<file path="src/rtl/ltssm_detect_seq.sv">
// Detect-phase sequencer: steps through Detect.Quiet and Detect.Active, issues PIPE receiver
// detection, drives the LTSSM timeout timer, and reports success or persistent failure.
module ltssm_detect_seq #(
  parameter int DETECT_RETRY_MAX = 2,
  parameter int CNT_W            = 4
) (
  input  logic             Pclk,
  input  logic             Reset,
  input  logic             Enable,
  input  logic             ElecIdleExit,
  input  logic             RxDetDone,
  input  logic             RxDetected,
  input  logic             TimeOut,
  output logic             TimerStart,
  output logic             TimerEnable,
  output logic [2:0]       TimerIntervalCode,
  output logic             TxDetectRx,
  output logic             DetectDone,
  output logic             DetectFail,
  output logic [CNT_W-1:0] FailCount,
  output logic [2:0]       DetectState
);

  typedef enum logic [2:0] {
    ST_IDLE   = 3'b000,
    ST_QUIET  = 3'b001,
    ST_ACTIVE = 3'b010,
    ST_DONE   = 3'b011,
    ST_FAIL   = 3'b100
  } state_t;

  localparam logic [2:0] CODE_IDLE = 3'b000;
  localparam logic [2:0] CODE_12MS = 3'b001;
  localparam logic [2:0] CODE_1MS  = 3'b110;

  state_t            state_reg, state_next;
  logic              timer_start_reg, timer_start_next;
  logic [CNT_W-1:0]  fail_count_reg, fail_count_next;
  logic [CNT_W-1:0]  fail_inc;
  logic              qual_timeout;

  always_ff @(posedge Pclk) begin
    if (!Reset) begin
      state_reg       <= ST_IDLE;
      timer_start_reg <= 1'b0;
      fail_count_reg  <= '0;
    end else begin
      state_reg       <= state_next;
      timer_start_reg <= timer_start_next;
      fail_count_reg  <= fail_count_next;
    end
  end

  // The timer holds TimeOut low in the start cycle; masking here keeps us safe regardless.
  assign qual_timeout = TimeOut & ~timer_start_reg;
  assign fail_inc     = (fail_count_reg == '1) ? fail_count_reg : fail_count_reg + CNT_W'(1);

  always_comb begin
    state_next      = state_reg;
    fail_count_next = fail_count_reg;

    case (state_reg)
      ST_IDLE: begin
        if (Enable) state_next = ST_QUIET;
      end
      ST_QUIET: begin
        if (qual_timeout || ElecIdleExit) state_next = ST_ACTIVE;
      end
      ST_ACTIVE: begin
        if (RxDetDone && RxDetected) begin
          state_next = ST_DONE;
        end else if (RxDetDone || qual_timeout) begin
          fail_count_next = fail_inc;
          state_next      = (fail_inc == CNT_W'(DETECT_RETRY_MAX)) ? ST_FAIL : ST_QUIET;
        end
      end
      ST_DONE, ST_FAIL: state_next = state_reg;
      default:          state_next = ST_IDLE;
    endcase

    if (!Enable) state_next = ST_IDLE;

    if (state_next == ST_IDLE || state_next == ST_DONE) fail_count_next = '0;

    // Pulse on every fresh entry into a timed state, including ACTIVE -> QUIET retries.
    timer_start_next = (state_next != state_reg) &&
                       (state_next == ST_QUIET || state_next == ST_ACTIVE);
  end

  always_comb begin
    TimerEnable       = 1'b0;
    TimerIntervalCode = CODE_IDLE;
    TxDetectRx        = 1'b0;
    DetectDone        = 1'b0;
    DetectFail        = 1'b0;
    case (state_reg)
      ST_QUIET: begin
        TimerEnable       = 1'b1;
        TimerIntervalCode = CODE_12MS;
      end
      ST_ACTIVE: begin
        TimerEnable       = 1'b1;
        TimerIntervalCode = CODE_1MS;
        TxDetectRx        = 1'b1;
      end
      ST_DONE: DetectDone = 1'b1;
      ST_FAIL: DetectFail = 1'b1;
      default: ;
    endcase
  end

  assign TimerStart  = timer_start_reg;
  assign FailCount   = fail_count_reg;
  assign DetectState = state_reg;

endmodule

</file>
<file path="config.mk">
export PLATFORM = sky130hd
export DESIGN_NAME = ltssm_detect_seq
export DESIGN_NICKNAME = d
export VERILOG_FILES = /design/src/rtl/ltssm_detect_seq.sv
export SDC_FILE = /design/constraint.sdc
export NUM_CORES = 1
export LEC_CHECK = 0
export ABC_AREA = 1
export CORE_MARGIN = 3
export CORE_UTILIZATION = 41
export DETAILED_ROUTE_END_ITERATION = 6
export PLACE_DENSITY = 0.83
export RECOVER_POWER = 50
export SLEW_MARGIN = 10
export SYNTH_ARGS = -nofsm -noshare
export SYNTH_HDL_FRONTEND = slang
export SYNTH_SLANG_ARGS = --single-unit
</file>
<file path="constraint.sdc">
create_clock -name Pclk -period 1.98 [get_ports Pclk]
set_clock_uncertainty 0.2 [all_clocks]
set_input_delay 0.396 -clock Pclk [delete_from_list [all_inputs] [get_ports Pclk]]
set_output_delay 0.396 -clock Pclk [all_outputs]
set_load 0.05 [all_outputs]
</file>
==> key figures, run 1 <==
Route
  • Initial DRC count: 14
  • WL/cell: 11.1 um
  • DRT Pass-1 Iters: 4
  • Post-DRT Antenna Nets: 0
  • Vias: 659
  • Avg Vias per Cell: 4.85
  • Total routed wirelength: 1520 um
  • DRC viols: 0

Global route
  • Largest net degree at the start of global routing: 8
  • Vias in the first global route: 565
  • Initial antenna violation count: 0
  • Total Routing Usage GR: 0.160
  • GR Overflow Total: 0
  • First-pass GRT wire length: 2350 um

Worst hold path
  • Endpoint, Worst Hold: FailCount[1]
  • Hold_sp: FailCount[1]
  • Worst min-delay path category: reg2reg
  • Hold path cells: 2

Synth
  • Post-synthesis net count: a little over 100
  • Synth Instances: 94
  • Register area share after synthesis: 0.281
  • Post-Syn Area: ~570 um^2
  • Syn avg cell area: 6.06 um^2
  • Synthesis-stage register bit count: 8
  • Synth unique cells: 15
  • Yosys warnings: 0

CTS
  • Num Clock Sinks: 8
  • Root Buffer: clkbuf_4
  • CTS H-Tree Depth: 1
  • Clock buffer depth: 2
  • Skew-Pair Late Insertion Delay: 240 ps
  • CTS buffer count: 3
  • Clock-pin slew on the worst setup and hold paths: ~50 ps
  • CTS tree: done

Final layout
  • Footprint of the multi-input gates: 373 um^2
  • Fin area: 918 um^2
  • Layout Utilization: 0.765
  • Fillers: roughly 110
  • Storage element area: 169 um^2
  • Layout cells sized above 1: 0.303
  • Area growth syn-to-layout: 61.3%
  • Commonest non-fill, non-tap cell in the layout: nand2_1
  • Final nets: ~130
  • Highest-count cells in the layout ignoring fill and taps: nand2_1 (27), inv_1 (15), nor2_1 (10)
  • Diode count: 0

STA
  • WHS: between 300 and 400 ps
  • Final setup margin: 79.1 ps
  • Min Clock Period, post-route: 1900 ps
  • Final worst-path cycle share: 0.960
  • # setup viols final: 0
  • Final hold vios: 0
  • Measured slew at the worst slew-check pin: 607 ps
  • Final Max Slew Viols: 0
  • Max Clk Rate: ~530 MHz
  • Relative slew slack: 0.597

Die
  • Die H: about 43 um
  • Die area: 0.00187 mm^2
  • Starting Density: 0.474
  • # rows: 12
  • CORE AREA: 0.00120 mm^2
  • Chip Width: 43.3 um
  • Ports: 22

Worst setup path
  • Worst EP required: 1920 ps
  • Startpoint class of the critical path: input port
  • FF-to-FF setup slack: ~150 ps
  • Crit-path max cell delay: 440 ps
  • Crit path top cell by count: nand2_1
  • Critical Path Slowest Stage Cell: clkdlybuf4s50_1
  • WS Path Type: in2reg
  • CP endpoint kind: register
  • Crit path DAT: 1840 ps
  • Worst Setup SP: TimeOut
  • CP Max Fanout: 3
  • Critical-path cell list: clkdlybuf4s50_1 > a21oi_2 > inv_1 > o21ai_1 > inv_1 > nand2_1 > nand2_1 > nand2_2 > nand2_2 > nand2_1 > nand2_1 > nor2_1 > nor2_1
  • Reg2reg path depth: 14
  • RR Startpoint: FailCount[1]
  • FF-to-FF End: TimerStart

Run status
  • Outcome: complete, no violations

Place
  • IO buf count: 21
  • Pre-CTS setup slack: -156 ps
  • Routability Congestion: 0.778
  • DPL Wire Length: about 1200 um
  • Placed Area: 893 um^2

Pwr
  • Lkg Pwr: 0.375 nW
  • PwrDens: between 400 and 500 mW/mm^2
  • Worst vdd ir: 0.360 mV

Run
  • Max Cap Viol: 0
-- report_power, final --
part	leakage (nW)	internal, W	switching [W]
Sequential	0.0675	0.000164	0.00000581
Clock	0.0138	0.0000686	0.0000446
Combinational	0.294	0.0000525	0.0000734
Total	0.375	0.000285	0.000124
-- cell type report --
class	count	area share
inverters	16	0.0654
flip-flops and latches	8	0.184
multi-input cells	68	0.406
well taps	14	0.0191
clock buffers	3	0.0245
repair buffers	27	0.301
-- worst max-delay path, delay by kind of cell --
kind                   cells  cell delay, ps
buffers and inverters      3             580
AND/OR/NAND/NOR            8             520
AO/OA/AOI/OAI              2             330
-- timing repair --
action / in CTS / in global routing
hold buffers: 0 / 0
endpoints found under the setup margin: 0 / 9
setup buffers: 0 / 2
hold endpoints to repair: 0 / 0
gates resized for setup: 0 / 7
-- through the flow --
| step | cells | total power [W] | setup TNS, ps |
|---|---|---|---|
| 2_1_floorplan | 94 | 0.000246 | 0 |
| 3_3_place_gp | 131 | 0.000299 | -326 |
| 3_5_place_dp | 131 | 0.000301 | -639 |
| 4_1_cts | 134 | 0.000417 | 0 |
| 5_1_grt | 136 | 0.000439 | -67.6 |
| 6_report | 136 | 0.000409 | 0 |
-- state kept, by name (all words and copies together), names as in the netlist --
| register | flops |
|---|---|
| TimerStart | 1 |
| FailCount | 4 |
| DetectState | 3 |
-- metal layers --
| layer | wire (um) | part of all wire | up-vias | GRT usage |
|---|---|---|---|---|
| li1 | - | - | 353 | - |
| met1 | 661 | 0.44 | 287 | 0.213 |
| met2 | 777 | 0.51 | 15 | 0.257 |
| met3 | 50 | 0.033 | 4 | 0.0254 |
| met4 | 26 | 0.017 | 0 | 0.0542 |
| met5 | 0 | 0 | - | 0 |
-- synth_stat cells --
| cell type | instances | share of area |
|---|---|---|
| buf_4 | 2 | 0.026 |
| o21ai_2 | 2 | 0.031 |
| nor2_1 | 12 | 0.079 |
| nand3_2 | 3 | 0.053 |
| nand2_1 | 27 | 0.18 |
| nand3_1 | 7 | 0.062 |
| o21ai_0 | 4 | 0.035 |
| o22ai_2 | 1 | 0.022 |
| ha_1 | 1 | 0.022 |
| inv_1 | 16 | 0.11 |
| o211ai_1 | 1 | 0.013 |
| dfxtp_1 | 8 | 0.28 |
| a21oi_1 | 7 | 0.062 |
| nor3_1 | 1 | 0.0088 |
| nand2_2 | 2 | 0.022 |
-- worst max path at each step --
stage / endpoint / slack (ps) / cells after the start
detailed placement: TimerStart / -160 / 13
global placement: TimerStart / -110 / 13
finish: TimerStart / 80 / 13
global route: TimerStart / -40 / 13
floorplan: TimerStart / 30 / 13
CTS: TimerIntervalCode[1] / 40 / 4
-- logic make-up (layout without fill, tap and decap cells) --
family                   Yosys count  count (layout)  synth area share
AND/OR/NAND/NOR                   52              52             0.402
adder cells (fa/ha/maj)            1               1            0.0220
AO/OA/AOI/OAI                     15              15             0.163
flip-flops                         8               8             0.281
buffers and inverters             18              46             0.132
Power figures use the tool's default switching activity.
==> run 2: changes to the inputs <==
--- a/config.mk
+++ b/config.mk
@@ -6,7 +6,7 @@
 export NUM_CORES = 1
 export LEC_CHECK = 0
 export ABC_AREA = 1
-export CORE_MARGIN = 3
+export CORE_MARGIN = 5
 export CORE_UTILIZATION = 41
 export DETAILED_ROUTE_END_ITERATION = 6
 export PLACE_DENSITY = 0.83
==> constraint.sdc (replaced) <==
create_clock -name Pclk -period 2 [get_ports Pclk]
set_clock_uncertainty 0.2 [all_clocks]
set_input_delay 0.4 -clock Pclk [delete_from_list [all_inputs] [get_ports Pclk]]
set_output_delay 0.4 -clock Pclk [all_outputs]
set_load 0.05 [all_outputs]
==> key figures, run 2 (same netlist as run 1, synthesis figures left out) <==
Run status
  • Outcome: complete, no violations (unchanged)

Die
  • Chip Width: 47.3 um (was 43.3 um)
  • Die area: 0.00223 mm^2 (was 0.00187 mm^2)
  • # rows: 13 (was 12)
  • Ports: 22 (unchanged)
  • Die H: 47.3 um (was 43.3 um)
  • CORE AREA: 0.00130 mm^2 (was 0.00120 mm^2)
  • Starting Density: 0.438 (was 0.474)

Route
  • Total routed wirelength: 1450 um (was 1520 um)
  • Vias: 651 (was 659)
  • Post-DRT Antenna Nets: 0 (unchanged)
  • WL/cell: 10.8 um (was 11.1 um)
  • Initial DRC count: 6 (was 14)
  • DRC viols: 0 (unchanged)
  • DRT Pass-1 Iters: 3 (was 4)
  • Avg Vias per Cell: 4.86 (was 4.85)

Worst setup path
  • WP buf/inv: 3 (unchanged)
  • Critical-path cell list: clkdlybuf4s50_1 > a21oi_2 > inv_1 > buf_4 > nand2_1 > nand2_1 > nand2_1 > nand2_2 > nand3_2 > nand3_2 > a21oi_1 (was clkdlybuf4s50_1 > a21oi_2 > inv_1 > o21ai_1 > inv_1 > nand2_1 > nand2_1 > nand2_2 > nand2_2 > nand2_1 > nand2_1 > nor2_1 > nor2_1)
  • Crit path DAT: 1830 ps (was 1840 ps)
  • WS Path Type: in2reg (unchanged)
  • Startpoint class of the critical path: input port (unchanged)
  • CP endpoint kind: register (unchanged)
  • Critical Path Slowest Stage Cell: clkdlybuf4s50_1 (unchanged)
  • Worst EP required: 1970 ps (was 1920 ps)
  • Top Family by Delay on Critical Path: buffers and inverters (unchanged)
  • CP Max Fanout: 4 (was 3)
  • Crit-path max cell delay: 440 ps (about the same)
  • Crit path top cell by count: nand2_1 (unchanged)

Global route
  • Most used routing layer: met2 (unchanged)
  • Met1 Use GR: 0.181 (was 0.213)
  • GR met2 Demand/Resource: 0.267 (was 0.257)
  • First-pass GRT wire length: 2430 um (was 2350 um)
  • Initial antenna violation count: 0 (unchanged)
  • Total Routing Usage GR: 0.150 (was 0.160)
  • GR Overflow Total: 0 (unchanged)
  • Largest net degree at the start of global routing: 8 (unchanged)
  • Vias in the first global route: 607 (was 565)
  • Grt met3 use: 0.0115 (was 0.0254)

Final layout
  • Layout cells sized above 1: 0.286 (was 0.303)
  • Max reg flops: 4 (unchanged)
  • Commonest non-fill, non-tap cell in the layout: nand2_1 (unchanged)
  • Final Non-Filler Cells: 134 (was 136)
  • Diode count: 0 (unchanged)
  • Highest-count cells in the layout ignoring fill and taps: nand2_1 (27), inv_1 (15), nor2_1 (10) (unchanged)
  • Final nets: 129 (was 132)
  • Layout Utilization: 0.695 (was 0.765)
  • Area growth syn-to-layout: 58.9% (was 61.3%)

CTS
  • Postcts setup bufs: 0 (unchanged)
  • Num Clock Sinks: 8 (unchanged)
  • CTS buffer count: 3 (unchanged)
  • CTS tree: done (unchanged)
  • Post-CTS Hold Fix Bufs: 0 (unchanged)
  • Clock-pin slew on the worst setup and hold paths: 50 ps (about the same)
  • Clock buffer depth: 2 (unchanged)
  • Skew-Pair Late Insertion Delay: 250 ps (was 240 ps)
  • CTS H-Tree Depth: 1 (unchanged)
  • Root Buffer: clkbuf_4 (unchanged)

STA
  • Final worst-path cycle share: 0.930
  • # setup viols final: 0 (unchanged)
  • Relative slew slack: 0.586 (was 0.597)
  • Min Clock Period, post-route: 1860 ps
  • Unrepaired setup endpoints after global routing: no
  • Final Max Slew Viols: 0 (unchanged)
  • Final TNS setup: 0 ps (unchanged)
  • Final hold vios: 0 (unchanged)
  • Final setup margin: 139 ps (was 79.1 ps)
  • Measured slew at the worst slew-check pin: 624 ps (was 607 ps)
  • Max Clk Rate: 537 MHz

Pwr
  • PwrDens: 452 mW/mm^2 (was 446 mW/mm^2)
  • Lkg Pwr: 0.363 nW (was 0.375 nW)
  • Tot Pwr: 0.000409 W (about the same)
  • Worst vdd ir: 0.449 mV (was 0.360 mV)

Place
  • Cell Count Post-Placement: 131 (unchanged)
  • Pre-CTS setup slack: -149 ps (was -156 ps)
  • IO buf count: 21 (unchanged)
  • DPL Wire Length: 1270 um (was 1170 um)
  • Routability Congestion: 0.765 (was 0.778)

Run
  • Max Cap Viol: 0 (unchanged)

Worst hold path
  • Worst min-delay path category: reg2reg (unchanged)
## run 2: final timing paths
check                     from           end  slack, ps  cells past startpoint
setup / recovery       TimeOut  FailCount[0]        140                     11
hold / removal    FailCount[1]  FailCount[1]        310                      2
setup reg to reg  FailCount[0]  FailCount[0]        160                     13
hold reg to reg   FailCount[1]  FailCount[1]        310                      2
## run 2: layout make-up
type | count | area [um^2]
well taps | 15 | 18.8
repair buffers | 24 | 254
fillers | 113 | 397
inverters | 16 | 60.1
multi-input cells | 68 | 383
clock buffers | 3 | 22.5
flip-flops and latches | 8 | 166
## run 2: repair_timing
item,CTS,global route
endpoints found under the setup margin,0,7
gates resized for setup,0,6
endpoints found under the hold margin,0,0
## run 2: per-layer routing
| layer | vias to the layer above | wire [um] |
|---|---|---|
| met5 | - | 0 |
| met2 | 11 | 733 |
| met1 | 287 | 625 |
| met4 | 0 | 19 |
| li1 | 351 | - |
| met3 | 2 | 67 |
## run 2: worst min-delay path, delay by kind of cell (launching register included)
family / cells / cell delay (ps)
compound gates: 1 / 50
flops: 1 / 350
simple gates: 1 / 70
## run 2: stage by stage
step,cell area (um^2),hold WS [ps]
2_1_floorplan,601,332
3_3_place_gp,887,281
3_5_place_dp,887,292
4_1_cts,910,299
5_1_grt,905,338
6_report,905,314
## run 2: power by group
part	total (W)	internal [W]	switching [W]
sequential	0.000170	0.000164	0.00000552
combinational	0.000124	0.0000515	0.0000726
clock	0.000116	0.0000681	0.0000475
